===== src/rtl/nn_pkg.sv =====
// Purpose: image geometry shared by the pooling and upsampling stages, plus upsampler state encoding.
// Latency: none; constants and types only.
// Backpressure: not applicable.
package nn_pkg;

    localparam int RESOLUTION = 8;   // bits per pixel
    localparam int POOL_SIDE  = 14;  // pooled image side
    localparam int IMG_SIDE   = 28;  // native image side

    typedef enum logic {
        FILL = 1'b0,
        EMIT = 1'b1
    } up_state_t;

endpackage


===== src/rtl/pixel_line_buffer.sv =====
// Purpose: one image row of pixel storage, written by column index and read combinationally.
// Latency: write visible to the read port the cycle after we; read is zero-latency.
// Backpressure: none; the owner sequences reads and writes.
//
// Ports:
//   clk          write clock
//   we/waddr/wdata  synchronous write port
//   raddr/rdata  combinational read port
module pixel_line_buffer #(
    parameter int RESOLUTION = 8,
    parameter int DEPTH      = 14,
    parameter int AW         = $clog2(DEPTH)
) (
    input  logic                  clk,
    input  logic                  we,
    input  logic [AW-1:0]         waddr,
    input  logic [RESOLUTION-1:0] wdata,
    input  logic [AW-1:0]         raddr,
    output logic [RESOLUTION-1:0] rdata
);

    // Contents are fully rewritten before every read, so no reset is needed.
    logic [RESOLUTION-1:0] mem [DEPTH];

    always_ff @(posedge clk) begin
        if (we) begin
            mem[waddr] <= wdata;
        end
    end

    assign rdata = mem[raddr];

endmodule


===== src/rtl/pixel_upsampler.sv =====
// Purpose: streaming 2x2 nearest-neighbour upsampler, in_side^2 raster in -> (2*in_side)^2 raster out.
// Latency: first output of a row is valid the cycle after that row's last input transfer.
// Backpressure: in_ready low while a row is being emitted; outputs hold stable while out_ready is low.
//
// Ports:
//   clk, reset                      clock, async active-low reset
//   in_valid/in_ready/in_pixel      raster-order input stream
//   out_valid/out_ready/out_pixel   raster-order output stream
//   out_x/out_y                     output pixel coordinates
//   out_sof/out_eol/out_eof         frame/line markers, qualified by out_valid
//   frame_done                      pulse the cycle after the last output transfer
module pixel_upsampler
    import nn_pkg::*;
#(
    parameter int resolution = RESOLUTION,
    parameter int in_side    = POOL_SIDE,
    parameter int col_w      = $clog2(2 * in_side)
) (
    input  logic                  clk,
    input  logic                  reset,
    input  logic                  in_valid,
    output logic                  in_ready,
    input  logic [resolution-1:0] in_pixel,
    output logic                  out_valid,
    input  logic                  out_ready,
    output logic [resolution-1:0] out_pixel,
    output logic [col_w-1:0]      out_x,
    output logic [col_w-1:0]      out_y,
    output logic                  out_sof,
    output logic                  out_eol,
    output logic                  out_eof,
    output logic                  frame_done
);

    localparam int IN_W = $clog2(in_side);
    localparam logic [IN_W-1:0]  IN_LAST  = IN_W'(in_side - 1);
    localparam logic [col_w-1:0] OUT_LAST = col_w'(2 * in_side - 1);

    up_state_t         state_q, state_d;
    logic [IN_W-1:0]   in_col_q;
    logic [IN_W-1:0]   row_q;
    logic [col_w-1:0]  out_col_q;
    logic              dup_q;
    logic              frame_done_q;
    logic              in_xfer;
    logic              out_xfer;

    assign in_ready  = (state_q == FILL);
    assign out_valid = (state_q == EMIT);
    assign in_xfer   = in_valid & in_ready;
    assign out_xfer  = out_valid & out_ready;

    // Flags are pure functions of the counters, so they hold through a stall.
    assign out_sof = (row_q == '0) && !dup_q && (out_col_q == '0);
    assign out_eol = (out_col_q == OUT_LAST);
    assign out_eof = out_eol && dup_q && (row_q == IN_LAST);

    assign out_x      = out_col_q;
    assign out_y      = col_w'({row_q, dup_q});  // 2*row + dup
    assign frame_done = frame_done_q;

    pixel_line_buffer #(
        .RESOLUTION (resolution),
        .DEPTH      (in_side),
        .AW         (IN_W)
    ) u_line_buf (
        .clk   (clk),
        .we    (in_xfer),
        .waddr (in_col_q),
        .wdata (in_pixel),
        .raddr (IN_W'(out_col_q >> 1)),
        .rdata (out_pixel)
    );

    always_comb begin
        state_d = state_q;
        case (state_q)
            FILL:    if (in_xfer && (in_col_q == IN_LAST)) state_d = EMIT;
            EMIT:    if (out_xfer && out_eol && dup_q)     state_d = FILL;
            default: state_d = FILL;
        endcase
    end

    always_ff @(posedge clk or negedge reset) begin
        if (!reset) begin
            state_q      <= FILL;
            in_col_q     <= '0;
            out_col_q    <= '0;
            dup_q        <= 1'b0;
            row_q        <= '0;
            frame_done_q <= 1'b0;
        end else begin
            state_q      <= state_d;
            frame_done_q <= out_xfer && out_eof;

            if (in_xfer) begin
                in_col_q <= (in_col_q == IN_LAST) ? '0 : in_col_q + 1'b1;
            end

            if (out_xfer) begin
                if (out_eol) begin
                    out_col_q <= '0;
                    dup_q     <= ~dup_q;
                    // Second copy of the line done: advance to the next source row.
                    if (dup_q) begin
                        row_q <= (row_q == IN_LAST) ? '0 : row_q + 1'b1;
                    end
                end else begin
                    out_col_q <= out_col_q + 1'b1;
                end
            end
        end
    end

endmodule


===== config.mk =====
export PLATFORM = sky130hd
export DESIGN_NAME = pixel_upsampler
export DESIGN_NICKNAME = d
export VERILOG_FILES = /design/src/rtl/nn_pkg.sv /design/src/rtl/pixel_line_buffer.sv /design/src/rtl/pixel_upsampler.sv
export SDC_FILE = /design/constraint.sdc
export NUM_CORES = 1
export LEC_CHECK = 0
export CAP_MARGIN = 30
export CORE_ASPECT_RATIO = 1.25
export CORE_UTILIZATION = 31
export DETAILED_ROUTE_END_ITERATION = 16
export PLACE_DENSITY = 0.45
export SYNTH_ARGS = -nofsm -noshare
export SYNTH_HDL_FRONTEND = slang
export SYNTH_SLANG_ARGS = --single-unit

===== constraint.sdc =====
create_clock -name clk -period 2.2 [get_ports clk]
set_input_delay 0.55 -clock clk [delete_from_list [all_inputs] [get_ports clk]]
set_output_delay 0.55 -clock clk [all_outputs]
set_load 0.005 [all_outputs]

Word-level counts from Yosys, hierarchy flattened
Memories as Yosys holds them, arrays and structs flattened.
Index checks and enable logic that the tools add are counted.
{"block": "totals", "ff_bits": 16, "ramBits": 112, "output_inout_bits": 24, "memories": 1}
{"block": "op_classes", "add_sub_neg": 3, "n_eq_ne": 3, "n_mux": 8, "bitwise": 4, "reduce_logical": 13}
{"name": "u_line_buf.mem", "depth": 14, "word_bits": 8, "read_ports": 1, "rd_ports_with_merged_regs": 0, "wr": 1, "line": "pixel_line_buffer.sv:23", "source": "logic [RESOLUTION-1:0] mem [DEPTH];"}
{"op": "4-bit by 1-bit adder with 4-bit output (second input constant)", "n": 2}
{"op": "4-bit equality test (second input constant)", "n": 2}
{"op": "1-bit logical AND", "n": 8}
{"op": "4-bit two-way mux", "n": 2}
{"op": "5-bit by 1-bit adder with 5-bit output (second input constant)", "n": 1}
{"op": "5-bit equality test (second input constant)", "n": 1}
{"op": "5-bit zero test", "n": 1}
{"op": "5-bit two-way mux", "n": 1}
{"op": "4-bit zero test", "n": 1}
{"op": "1-bit two-way mux", "n": 4}
{"op": "3-bit AND reduction", "n": 1}
{"op": "1-bit AND", "n": 2}
{"op": "1-bit NOT", "n": 2}
{"op": "1-bit one-hot mux with 2 select lines", "n": 1}
{"op": "2-bit AND reduction", "n": 1}
{"op": "1-bit zero test", "n": 1}

Longest topological paths before layout
{"block": "depth", "depth_word": 5, "depth_mapped": 7, "depth_no_buf": 6}

By module
A second synthesis with hierarchy kept.
{"block": "unflattened", "hier_cells": 285, "area_unflattened_um2": 5278.8}
{"mod": "pixel_line_buffer", "n_inst": 1, "cells_per_inst": 202, "area_each_um2": 4446.8, "seq_area_each_um2": 3363.2}
{"mod": "pixel_upsampler", "n_inst": 1, "cells_per_inst": 83, "area_each_um2": 832.0, "seq_area_each_um2": 400.4}

Worst setup path after synthesis
OpenSTA, ideal clock, no wires.
{"block": "synth_path", "kind": "register -> output", "start": "register out_col_q[2] (netlist: out_x[2])", "end": "output port out_pixel[1]", "t_arrival_ns": 1.453, "required_ns": 1.650, "path_slack_ns": 0.197, "stages_incl_launch_ff": 6, "path_buffers": 1, "path_cell_list": "dfrtp_1 -> buf_6 -> mux2_4 -> mux4_2 -> nor2_1 -> a21oi_1"}
{"block": "synth_between", "elab_chain_cells": 1}
{"item": "start, declared", "line": "pixel_upsampler.sv:42", "source": "logic [col_w-1:0] out_col_q;"}
{"item": "start signal, assigned", "line": "pixel_upsampler.sv:109", "source": "out_col_q <= out_col_q + 1'b1;"}
{"item": "memory read 14 x 8 bit"}
{"item": "end, declared", "line": "pixel_upsampler.sv:26", "source": "output logic [resolution-1:0] out_pixel,"}
Every way passes these cells.

Worst setup path in the final report
{"block": "layout_path", "start": "register out_col_q[2] (netlist: out_x[2])", "end": "output port out_pixel[7]"}
The elaborated chain is that of the path after synthesis.

==> results.py <==
metrics = {
    "die": {
        "ios": 36,
        "core_um2": 16300,
        "rows": 52,
        "die_h_um": 147,
        "dieWidth_um": 118,
        "initial_core_util": 0.320,
        "die_area_um2": 17400,
    },
    "sta": {
        "fin_worst_skew_ps": 9.07,
        "hold_viol": 0,
        "finalMaxSlewViolations": 0,
        "fin_crit_sh": 1.19,
        "holdWs_ps": 468,
        "setup_viol": 11,
        "setup_ws_ps": -408,
        "tightestPinTransition_ps": 525,
        "slew-limit-headroom": 0.649,
        "grt_setup_unrepaired": "true",
        "clock.fmax_mhz": 383,
        "period_minus_slack_ps": 2610,
    },
    "logic_synthesis": {
        "synth_common_cells": "edfxtp_1 (112), mux2i_1 (19), nand2_1 (19), nor2_1 (19), o21ai_0 (17)",
        "syn_area_per_cell_um2": 16.7,
        "yosysTopAreaCell": "edfxtp_1",
        "ys_seq_area_frac": 0.720,
        "synth_cells": 313,
        "synth_edf_count": 112,
        "synth-async-reset-ratio": 0.125,
        "ys_warn_count": 0,
        "synth_fp_nets": 327,
        "netlist.area_leader.share": 0.644,
        "ys.flop_type": "edfxtp_1",
        "netlist_area_um2": 5230,
        "post-synth-top-count-cell": "edfxtp_1",
        "synth_area_leaders": "edfxtp_1 (64%), dfrtp_1 (7.7%), mux4_2 (3.9%), mux2i_1 (3.6%), mux4_1 (3.0%)",
        "ys_seq_elements": 128,
        "ys_types": 42,
    },
    "cts": {
        "cts_tree": "done",
        "hold_buffers": 0,
        "clock-sinks": 128,
        "clkTransAtPathRegs_ps": 60,
        "cts_buffers": 17,
        "insertion_delay_ps": 410,
        "htree_levels": 4,
        "cts_root_buf": "clkbuf_16",
        "cts_buffer_depth": 2,
    },
    "worst_setup_path": {
        "slowest_delay_ps": 460,
        "cp_cell_sequence": "buf_12, mux2_2, mux4_2, a2bb2oi_2, buf_2",
        "regToRegStartpoint": "out_x[2]",
        "slowest_stage": "mux4_2",
        "crit_start": "out_x[2]",
        "crit_type": "reg2out",
        "cp.required_ps": 1650,
        "cp-start-kind": "register",
        "critPathCaptureType": "primary output",
        "arrival_ps": 2060,
        "rrSetupSlack_ps": 170,
        "cp-endpoint": "out_pixel[7]",
        "rr_endpoint": "row_q[1]",
        "path_max_fanout": 5,
        "rr_worst_depth": 11,
    },
    "placed_design": {
        "dp_cells": 605,
        "dp.final_hpwl_um": 8290,
        "routabilityCongestion": 0.746,
        "io_buffers": 35,
    },
    "routing": {
        "routed_wirelength_um": 12100,
        "drtIter0Drc": 284,
        "num_vias": 3078,
        "first_pass_iters": 4,
        "routed_via_density": 4.71,
        "drtAntennaViolNets": 0,
        "routedWlPerCell_um": 18.5,
        "drc_errors": 0,
    },
    "pwr": {
        "finalPower_w": 0.00855,
        "p_leak_nw": 2.61,
        "p_per_area_nw_per_um2": 1200,
        "max-vdd-ir-drop_v": 0.000599,
    },
    "min_path": {
        "hold_path_class": "in2async",
    },
    "grt": {
        "grt_use_total": 0.150,
        "grt_pass1_wl_um": 19000,
        "grt_overflow": 0,
        "grt_pass1_vias": 3269,
        "antenna_found_initial": 0,
        "grt_max_degree": 17,
    },
    "final_layout": {
        "fillers": 1455,
        "syn_to_final_growth_pct": 35.9,
        "final_cells": 654,
        "final_net_count": 439,
        "drive_gt1_frac": 0.393,
        "antenna_cells": 0,
    },
    "flow_run": {
        "maxCapViolCount": 0,
    },
    "outcome": {
        "violations": "negative setup slack",
        "status": "finished, violations left",
    },
}
-- layout make-up --
cell class | instances | area, µm² | share of cell area
Clock buffer | 18 | 429 | 0.0604
Clock inverter | 14 | 131 | 0.0185
Inverter | 6 | 27.5 | 0.00388
Multi-Input combinational cell | 164 | 1500 | 0.211
Sequential cell | 128 | 3770 | 0.530
Tap cell | 216 | 270 | 0.0380
Timing Repair Buffer | 108 | 978 | 0.138
-- per-stage QoR --
stage | setup WS (ps) | util | cell area, µm² | setup TNS, ps
floorplan | 197 | - | 5230 | 0
global placement | -359 | 0.381 | 6220 | -4290
detailed placement | -378 | 0.381 | 6220 | -3850
CTS | -431 | 0.432 | 7050 | -3510
global route | -463 | 0.435 | 7100 | -3600
finish | -408 | 0.435 | 7100 | -2750
-- critical path, delay by kind of cell, from the launching register on --
kind | cells | cell delay (ps)
multiplexers | 2 | 780
AO/OA/AOI/OAI | 1 | 140
buffers and inverters | 2 | 280
flip-flops | 1 | 440
-- registers in the layout (all words and copies together), names as in the netlist --
register and flops:
frame_done 1, out_x 5, dup_q 1, in_col_q 4
row_q 4, u_line_buf.mem 112, out_valid 1
-- how the worst min path moves through the flow --
stage                        start        end  slack [ps]  cells past startpoint
after floorplan              reset      dup_q         250                      0
after global placement    row_q[2]   row_q[2]         570                      1
after detailed placement  row_q[0]   row_q[0]         580                      1
after CTS                    reset  out_valid         460                      2
after global routing         reset  out_valid         470                      2
final                        reset      dup_q         470                      2
-- where the power goes --
group	switching (W)	internal, W
sequential	0.000200	0.00291
combinational	0.00126	0.00157
clock	0.00104	0.00157
-- routing by layer --
metal,GRT usage,wire [µm],up-vias
li1,-,-,1456
met1,0.185,5380,1552
met2,0.249,6090,55
met3,0.0322,352,15
met4,0.0756,293,0
met5,0,0,-
-- cell usage in the layout (no fill, tap or decap), types with 5 or more instances in the layout --
| master | Yosys | final |
|---|---|---|
| a21oi_1 | 9 | 5 |
| dfrtp_1 | 16 | 13 |
| nand2b_1 | 7 | 6 |
| buf_4 | 4 | 57 |
| mux2_2 | 8 | 7 |
| o21ai_0 | 17 | 12 |
| buf_6 | 3 | 8 |
| clkdlybuf4s50_1 | 0 | 24 |
| nor3_1 | 6 | 6 |
| edfxtp_1 | 112 | 112 |
| buf_2 | 3 | 10 |
| clkbuf_16 | 0 | 17 |
| mux4_2 | 9 | 15 |
| nand2_1 | 19 | 18 |
| nor2_1 | 19 | 18 |
| mux2i_1 | 19 | 13 |
| inv_6 | 0 | 5 |
| buf_12 | 0 | 7 |
-- cell families (layout without fill, tap and decap cells) --
group / count (synthesis) / in the layout / share of synthesized area
xor gates and xnor gates: 3 / 3 / 0.00503
and+or+nand+nor: 68 / 68 / 0.0651
AOI/OAI and AO/OA: 48 / 48 / 0.0563
buffers and inverters: 21 / 146 / 0.0230
adders and majority gates: 2 / 2 / 0.00479
DFF: 128 / 128 / 0.720
muxes: 43 / 43 / 0.125
-- what timing repair did --
item	in CTS	in global routing
gates cloned	1	0
endpoints found under the setup margin	13	12
resized for setup	98	14
setup buffers	16	3
pin swaps	19	7
endpoints found under the hold margin	0	0
No activity file was read; power rests on OpenSTA's default activity.
